## src/rtl/config_frame_writer_pkg.sv

```systemverilog
//==============================================================================
// Module      : config_frame_pkg
// Description : Shared types and constants for the configuration frame writer.
//               CONFIG_FRAME_CHECKSUM_EN adds the CHECK state.
// Revision    : 1.0 - initial release
//==============================================================================
`default_nettype none

package config_frame_pkg;

    localparam logic [31:0] SYNC_WORD   = 32'hFAB0_FAB1;
    localparam logic [31:0] DESYNC_WORD = 32'hFAB0_FAB0;

    localparam int HDR_COL_MSB   = 31;
    localparam int HDR_COL_LSB   = 24;
    localparam int HDR_FRAME_MSB = 4;
    localparam int HDR_FRAME_LSB = 0;

    typedef enum logic [2:0] {
        ST_HUNT   = 3'd0,
        ST_HEADER = 3'd1,
        ST_DATA   = 3'd2,
`ifdef CONFIG_FRAME_CHECKSUM_EN
        ST_CHECK  = 3'd3,
`endif
        ST_STROBE = 3'd4
    } cfw_state_t;

endpackage

`default_nettype wire

```

## src/rtl/config_frame_writer_if.sv

```systemverilog
//==============================================================================
// Module      : config_frame_writer_if
// Description : Valid/ready word stream from the bitstream loader.
// Revision    : 1.0 - initial release
//==============================================================================
`default_nettype none

interface config_frame_writer_if;
    logic [31:0] s_data;
    logic        s_valid;
    logic        s_ready;

    modport master (output s_data, output s_valid, input  s_ready);
    modport slave  (input  s_data, input  s_valid, output s_ready);
endinterface

`default_nettype wire

```

## src/rtl/frame_strobe_decoder.sv

```systemverilog
//==============================================================================
// Module      : frame_strobe_decoder
// Description : Registered one-hot decode of (column, frame) onto FrameStrobe.
// Revision    : 1.0 - initial release
//==============================================================================
`default_nettype none

module frame_strobe_decoder #(
    parameter int NUM_COLUMNS        = 16,
    parameter int MAX_FRAMES_PER_COL = 20,
    parameter int COL_W              = 4,
    parameter int FRM_W              = 5
) (
    input  wire logic                                        clk,
    input  wire logic                                        rst,
    input  wire logic                                        i_en,
    input  wire logic [COL_W-1:0]                            i_col,
    input  wire logic [FRM_W-1:0]                            i_frame,
    output logic      [NUM_COLUMNS*MAX_FRAMES_PER_COL-1:0]   o_strobe
);

    localparam int c_width = NUM_COLUMNS * MAX_FRAMES_PER_COL;
    localparam int c_idx_w = $clog2(c_width);

    logic [c_idx_w-1:0] w_idx;
    logic [c_width-1:0] r_strobe;

    assign w_idx = c_idx_w'(i_col) * c_idx_w'(MAX_FRAMES_PER_COL) + c_idx_w'(i_frame);

    always_ff @(posedge clk) begin
        if (rst) begin
            r_strobe <= '0;
        end else if (i_en) begin
            r_strobe <= {{(c_width-1){1'b0}}, 1'b1} << w_idx;
        end else begin
            r_strobe <= '0;
        end
    end

    assign o_strobe = r_strobe;

endmodule

`default_nettype wire

```

## src/rtl/config_frame_writer.sv

```systemverilog
//==============================================================================
// Module      : config_frame_writer
// Description : Parses the configuration word stream into FrameData rows and
//               FrameStrobe pulses. CONFIG_FRAME_CHECKSUM_EN adds a per-frame
//               XOR checksum word.
// Revision    : 1.0 - initial release
//==============================================================================
`default_nettype none

module config_frame_writer
    import config_frame_pkg::*;
#(
    parameter int          NUM_ROWS           = 16,
    parameter int          NUM_COLUMNS        = 16,
    parameter int          FRAME_BITS_PER_ROW = 32,
    parameter int          MAX_FRAMES_PER_COL = 20,
    parameter logic [31:0] SYNC_PATTERN       = SYNC_WORD,
    parameter logic [31:0] DESYNC_PATTERN     = DESYNC_WORD
) (
    input  wire logic                                         CLK,
    input  wire logic                                         RST,
    config_frame_writer_if.slave                              s,
    output logic [NUM_ROWS*FRAME_BITS_PER_ROW-1:0]            FrameData,
    output logic [NUM_COLUMNS*MAX_FRAMES_PER_COL-1:0]         FrameStrobe,
    output logic                                              active,
    output logic                                              done,
    output logic                                              err
);

    localparam int c_row_w = $clog2(NUM_ROWS);
    localparam int c_col_w = $clog2(NUM_COLUMNS);
    localparam int c_frm_w = $clog2(MAX_FRAMES_PER_COL);

    cfw_state_t r_state, w_state_next;

    logic [FRAME_BITS_PER_ROW-1:0] r_rows [NUM_ROWS];
    logic [c_row_w-1:0]            r_row_cnt;
    logic [c_col_w-1:0]            r_col;
    logic [c_frm_w-1:0]            r_frame;
    logic                          r_active;
    logic                          r_done;
    logic                          r_err;

    logic                          w_accept;
    logic [7:0]                    w_hdr_col;
    logic [4:0]                    w_hdr_frame;
    logic                          w_hdr_bad;
    logic                          w_row_last;
    logic                          w_strobe_en;
    logic                          w_csum_bad;

    assign s.s_ready   = !RST && (r_state != ST_STROBE);
    assign w_accept    = s.s_valid && s.s_ready;
    assign w_hdr_col   = s.s_data[HDR_COL_MSB:HDR_COL_LSB];
    assign w_hdr_frame = s.s_data[HDR_FRAME_MSB:HDR_FRAME_LSB];
    assign w_hdr_bad   = (32'(w_hdr_col) >= 32'(NUM_COLUMNS)) ||
                         (32'(w_hdr_frame) >= 32'(MAX_FRAMES_PER_COL));
    assign w_row_last  = (r_row_cnt == c_row_w'(NUM_ROWS - 1));

`ifdef CONFIG_FRAME_CHECKSUM_EN
    logic [31:0] r_csum;
`endif

    always_comb begin
        w_state_next = r_state;
        w_strobe_en  = 1'b0;
        w_csum_bad   = 1'b0;
        case (r_state)
            ST_HUNT: begin
                if (w_accept && s.s_data == SYNC_PATTERN) w_state_next = ST_HEADER;
            end
            ST_HEADER: begin
                if (w_accept) begin
                    if (s.s_data == DESYNC_PATTERN || w_hdr_bad) w_state_next = ST_HUNT;
                    else                                         w_state_next = ST_DATA;
                end
            end
            ST_DATA: begin
                if (w_accept && w_row_last) begin
`ifdef CONFIG_FRAME_CHECKSUM_EN
                    w_state_next = ST_CHECK;
`else
                    w_state_next = ST_STROBE;
                    w_strobe_en  = 1'b1;
`endif
                end
            end
`ifdef CONFIG_FRAME_CHECKSUM_EN
            ST_CHECK: begin
                if (w_accept) begin
                    if (s.s_data == r_csum) begin
                        w_state_next = ST_STROBE;
                        w_strobe_en  = 1'b1;
                    end else begin
                        w_state_next = ST_HEADER;
                        w_csum_bad   = 1'b1;
                    end
                end
            end
`endif
            ST_STROBE: w_state_next = ST_HEADER;
            default:   w_state_next = ST_HUNT;
        endcase
    end

    always_ff @(posedge CLK) begin
        if (RST) begin
            r_state   <= ST_HUNT;
            r_active  <= 1'b0;
            r_done    <= 1'b0;
            r_err     <= 1'b0;
            r_row_cnt <= '0;
            r_col     <= '0;
            r_frame   <= '0;
        end else begin
            r_state <= w_state_next;
            r_done  <= (r_state == ST_HEADER) && w_accept && (s.s_data == DESYNC_PATTERN);
            if (r_state == ST_HUNT && w_accept && s.s_data == SYNC_PATTERN) begin
                r_active <= 1'b1;
                r_err    <= 1'b0;
            end
            if (r_state == ST_HEADER && w_accept) begin
                if (s.s_data == DESYNC_PATTERN) begin
                    r_active <= 1'b0;
                end else if (w_hdr_bad) begin
                    r_active <= 1'b0;
                    r_err    <= 1'b1;
                end else begin
                    r_col     <= w_hdr_col[c_col_w-1:0];
                    r_frame   <= w_hdr_frame[c_frm_w-1:0];
                    r_row_cnt <= '0;
                end
            end
            // Counter parks on the last row; the next header rewinds it.
            if (r_state == ST_DATA && w_accept && !w_row_last) begin
                r_row_cnt <= r_row_cnt + 1'b1;
            end
            if (w_csum_bad) r_err <= 1'b1;
        end
    end

    always_ff @(posedge CLK) begin
        if (RST) begin
            for (int i = 0; i < NUM_ROWS; i++) r_rows[i] <= '0;
        end else if (r_state == ST_DATA && w_accept) begin
            r_rows[r_row_cnt] <= s.s_data;
        end
    end

`ifdef CONFIG_FRAME_CHECKSUM_EN
    // Running XOR seeded with the header word.
    always_ff @(posedge CLK) begin
        if (RST) begin
            r_csum <= '0;
        end else if (r_state == ST_HEADER && w_accept) begin
            r_csum <= s.s_data;
        end else if (r_state == ST_DATA && w_accept) begin
            r_csum <= r_csum ^ s.s_data;
        end
    end
`endif

    frame_strobe_decoder #(
        .NUM_COLUMNS        (NUM_COLUMNS),
        .MAX_FRAMES_PER_COL (MAX_FRAMES_PER_COL),
        .COL_W              (c_col_w),
        .FRM_W              (c_frm_w)
    ) u_strobe_dec (
        .clk      (CLK),
        .rst      (RST),
        .i_en     (w_strobe_en),
        .i_col    (r_col),
        .i_frame  (r_frame),
        .o_strobe (FrameStrobe)
    );

    for (genvar gi = 0; gi < NUM_ROWS; gi++) begin : g_rows
        assign FrameData[gi*FRAME_BITS_PER_ROW +: FRAME_BITS_PER_ROW] = r_rows[gi];
    end

    assign active = r_active;
    assign done   = r_done;
    assign err    = r_err;

endmodule

`default_nettype wire
```

## src/flat_wrapper.sv

```systemverilog
// flat-port wrapper written by rule: the top's interface ports become plain ports
module config_frame_writer_flat import config_frame_pkg::*;
#(
    parameter int          NUM_ROWS           = 16,
    parameter int          NUM_COLUMNS        = 16,
    parameter int          FRAME_BITS_PER_ROW = 32,
    parameter int          MAX_FRAMES_PER_COL = 20,
    parameter logic [31:0] SYNC_PATTERN       = SYNC_WORD,
    parameter logic [31:0] DESYNC_PATTERN     = DESYNC_WORD
)
  (CLK, RST, FrameData, FrameStrobe, active, done, err, s_s_data, s_s_valid, s_s_ready);
  config_frame_writer_if s_i ();
  input  wire logic CLK;
  input  wire logic RST;
  output logic [NUM_ROWS*FRAME_BITS_PER_ROW-1:0] FrameData;
  output logic [NUM_COLUMNS*MAX_FRAMES_PER_COL-1:0] FrameStrobe;
  output logic active;
  output logic done;
  output logic err;
  input wire logic [$bits(s_i.s_data)-1:0] s_s_data;
  input wire logic [$bits(s_i.s_valid)-1:0] s_s_valid;
  output wire logic [$bits(s_i.s_ready)-1:0] s_s_ready;
  assign s_i.s_data = s_s_data;
  assign s_i.s_valid = s_s_valid;
  assign s_s_ready = s_i.s_ready;
  config_frame_writer #(.NUM_ROWS(NUM_ROWS), .NUM_COLUMNS(NUM_COLUMNS), .FRAME_BITS_PER_ROW(FRAME_BITS_PER_ROW), .MAX_FRAMES_PER_COL(MAX_FRAMES_PER_COL), .SYNC_PATTERN(SYNC_PATTERN), .DESYNC_PATTERN(DESYNC_PATTERN)) u_core (.CLK(CLK), .RST(RST), .s(s_i), .FrameData(FrameData), .FrameStrobe(FrameStrobe), .active(active), .done(done), .err(err));
endmodule
```

## config.mk

```make
export PLATFORM = sky130hd
export DESIGN_NAME = config_frame_writer_flat
export DESIGN_NICKNAME = d
export VERILOG_FILES = /design/src/rtl/config_frame_writer_pkg.sv /design/src/rtl/config_frame_writer_if.sv /design/src/rtl/frame_strobe_decoder.sv /design/src/rtl/config_frame_writer.sv /design/src/flat_wrapper.sv
export SDC_FILE = /design/constraint.sdc
export NUM_CORES = 1
export LEC_CHECK = 0
export CAP_MARGIN = 20
export CORE_AREA = 3 3 342 344
export DETAILED_ROUTE_END_ITERATION = 8
export DIE_AREA = 0 0 345 347
export GPL_ROUTABILITY_DRIVEN = 0
export PLACE_DENSITY = 0.54
export SYNTH_ARGS = -nofsm -noshare
export SYNTH_HDL_FRONTEND = slang
export SYNTH_HIERARCHICAL = 1
export SYNTH_SLANG_ARGS = --single-unit
```

## constraint.sdc

```tcl
create_clock -name CLK -period 4 [get_ports CLK]
set_input_delay 0.4 -clock CLK [delete_from_list [all_inputs] [get_ports CLK]]
set_output_delay 0.4 -clock CLK [all_outputs]
set_load 0.005 [all_outputs]
```

==> results.ini <==
[run_status]
status=complete, no violations

[setup_path]
crit_path_end_kind=flip-flop
arrival_ns=4.12
path_class=reg2reg
worst_setup_path_start_kind=flip-flop
rr_startpoint=u_core/r_col[3]
worst-path-max-fanout=23
required_ns=4.59
critPathLaunch=u_core/r_col[3]

[final_layout]
utilization=0.384
fin_nets=3043
fillCellCount=10800
final_layout_size_suffix_gt1_frac=0.123
final_cell_count_no_fill=4584
multi_input_area_sq_mm=0.00713
area_growth_pct=44.6
seqCellArea_sq_mm=0.0222

[grt]
grt.total_usage=0.204
grt_pass1_wl_mm=174
antenna_found_initial=12
grt_max_degree=97
grt_pass1_vias=21200
grt.overflow.total=0

[pwr]
power_density_mw_per_mm2=429
ir_drop_mv=0.315
p_leak_uw=0.0167

[logic_synthesis]
ys_async_sr_fraction=0
synth_cells=2154
synth-main-ff-cell=edfxtp_1
ys.warnings.count=6
synth_enable_flop_cells=512
ys_ff_latch=851
yosysUniqueCellTypes=66
syn_area_sq_mm=0.0304
avgSynthCellArea_sq_um=14.1
seq_area_frac_synth=0.730
syn_nets=2202

[floorplan]
start_util=0.266
die_w_um=345
num_rows=124
die_y_um=347
num_io_pins=871
dieArea_sq_mm=0.120
core_area_sq_mm=0.114

[timing]
min_period_ns=3.54
slew_headroom=0.249
finalSetupViolations=0
hold_viol_final=0
final_max_slew_viol_count=0
tns_ns=0
fin_worst_skew_ns=0.0360
timing.fmax_mhz=283
finalCritPeriodShare=0.885
worstMarginPinSlew_ns=1.12
rsz0062_at_grt=no

[placed_design]
placed_cells=4413
numPortBuffers=870
dp_hpwl_mm=86.0

[cts]
cts_max_level=3
ctsHoldBuffers=0
ctsResizeCount=0
clk_latency_ns=0.67
clock-root-buffer=clkbuf_16
clk_pin_slew_ns=0.06
clock_sinks=851
cts_buffers=92
cts_setup_buffers=0
clockBufferDepth=3
cts_tree=done

[drt]
wirelength_mm=127
drtAntennaViolNets=0
num_vias=21400
drc_errors=0
drt_iter0_markers=1565
dr.pass1.iters=7
via_per_inst=4.66
routedWlPerCell_um=27.7

[flow_run]
cap_violations=0

[hold_path]
holdCritPathClass=in2reg
hp-start=RST

==> path summary, 6_finish.rpt <==
kind,to,slack [ns],cells past startpoint
worst min-delay path,u_core/r_state[2],0.29,3
worst min register to register,u_core/active,0.48,2
worst max register to register,u_core/u_strobe_dec/o_strobe[32],0.46,8
worst max-delay path,u_core/u_strobe_dec/o_strobe[32],0.46,8
==> final cells by class <==
class,instances,share of cell area
Antenna cell,3,0.000171
Clock buffer,121,0.0583
Clock inverter,47,0.0101
Inverter,10,0.000855
Multi-Input combinational cell,1056,0.162
Sequential cell,851,0.505
Tap cell,1512,0.0431
Timing Repair Buffer,984,0.220
==> layout by cell type, fill, tap and decap left out, types with 15 or more instances in the layout <==
| cell | count |
|---|---|
| and2_1 | 130 |
| o21ai_0 | 15 |
| nand2_1 | 21 |
| a211oi_2 | 67 |
| clkinv_2 | 16 |
| clkdlybuf4s50_1 | 856 |
| a211oi_1 | 64 |
| dfxtp_1 | 339 |
| a21o_1 | 15 |
| buf_4 | 100 |
| clkbuf_16 | 94 |
| nor3_1 | 142 |
| and3_1 | 386 |
| edfxtp_1 | 512 |
| nor2_1 | 78 |
| nand3_1 | 28 |
==> critical path, cell delays in order (launching register included) <==
cell	delay [ns]
dfxtp_1	0.57
ha_1	0.32
ha_1	0.23
fa_1	0.54
a21boi_0	0.23
a221oi_2	0.46
nand3_2	0.52
buf_12	0.37
a211oi_1	0.20
==> cell usage after synthesis (3+ instances only) <==
master    count  area share
a211oi_1     64       0.016
a211oi_2     67       0.028
a21o_1       17      0.0042
a21oi_1       7      0.0012
and2_1      130       0.027
and3_1      386       0.080
and4_1        3     0.00087
buf_1         6     0.00074
buf_2        52      0.0086
buf_4         4     0.00099
buf_6        16      0.0059
clkbuf_1    125       0.015
clkbuf_2     34      0.0056
dfxtp_1     339        0.22
edfxtp_1    512        0.51
ha_1         11      0.0045
inv_1        10      0.0012
mux2i_1       9      0.0030
nand2_1      22      0.0027
nand2b_1      3     0.00062
nand3_1      30      0.0049
nand4_1       3     0.00062
nand4b_1      3     0.00087
nor2_1       78      0.0096
nor2b_1       3     0.00062
nor3_1      142       0.023
nor4_1        4     0.00082
nor4_2        4      0.0016
nor4_4        3      0.0021
o21ai_0      15      0.0025
o21ai_1       5     0.00082
or2_2         5      0.0010
==> state kept, by name, indices dropped and copies added (netlist names) <==
register / flops
u_core/r_frame: 5
u_core/u_strobe_dec/o_strobe: 320
u_core/done: 1
u_core/r_state: 3
u_core/r_rows: 512
u_core/active: 1
u_core/r_row_cnt: 4
u_core/err: 1
u_core/r_col: 4
==> through the flow <==
step	hold WS, ns	instance area, sq um	total power (uW)	setup slack [ns]
5_1_grt	0.296	43900	19400	0.190
6_report	0.290	43900	18800	0.462
3_3_place_gp	0.468	40900	10600	0.511
3_5_place_dp	0.469	40900	10600	0.447
2_1_floorplan	0.448	30400	9820	1.33
4_1_cts	0.235	43900	19000	0.427
==> layer usage <==
| metal | track usage | vias to the layer above | wire [um] | share of wire |
|---|---|---|---|---|
| li1 | - | 9550 | - | - |
| met1 | 0.234 | 10700 | 48300 | 0.38 |
| met2 | 0.360 | 938 | 64300 | 0.51 |
| met3 | 0.0621 | 190 | 10200 | 0.080 |
| met4 | 0.0674 | 2 | 4120 | 0.032 |
| met5 | 0 | - | 20 | 0.00016 |
==> cell families after synthesis <==
kind of cell	Yosys count	synth area share
buf+inv	247	0.0385
simple gates	836	0.161
flops	851	0.730
mux	9	0.00297
compound gates	195	0.0597
fa+ha+maj	13	0.00585
xor+xnor	3	0.00173
==> power breakdown <==
part / leakage, uW / internal (uW) / switching, uW
clock network: 0.00148 / 4810 / 3670
registers: 0.00801 / 9440 / 55.0
logic: 0.00719 / 362 / 494
No activity file was read; power rests on OpenSTA's default activity.
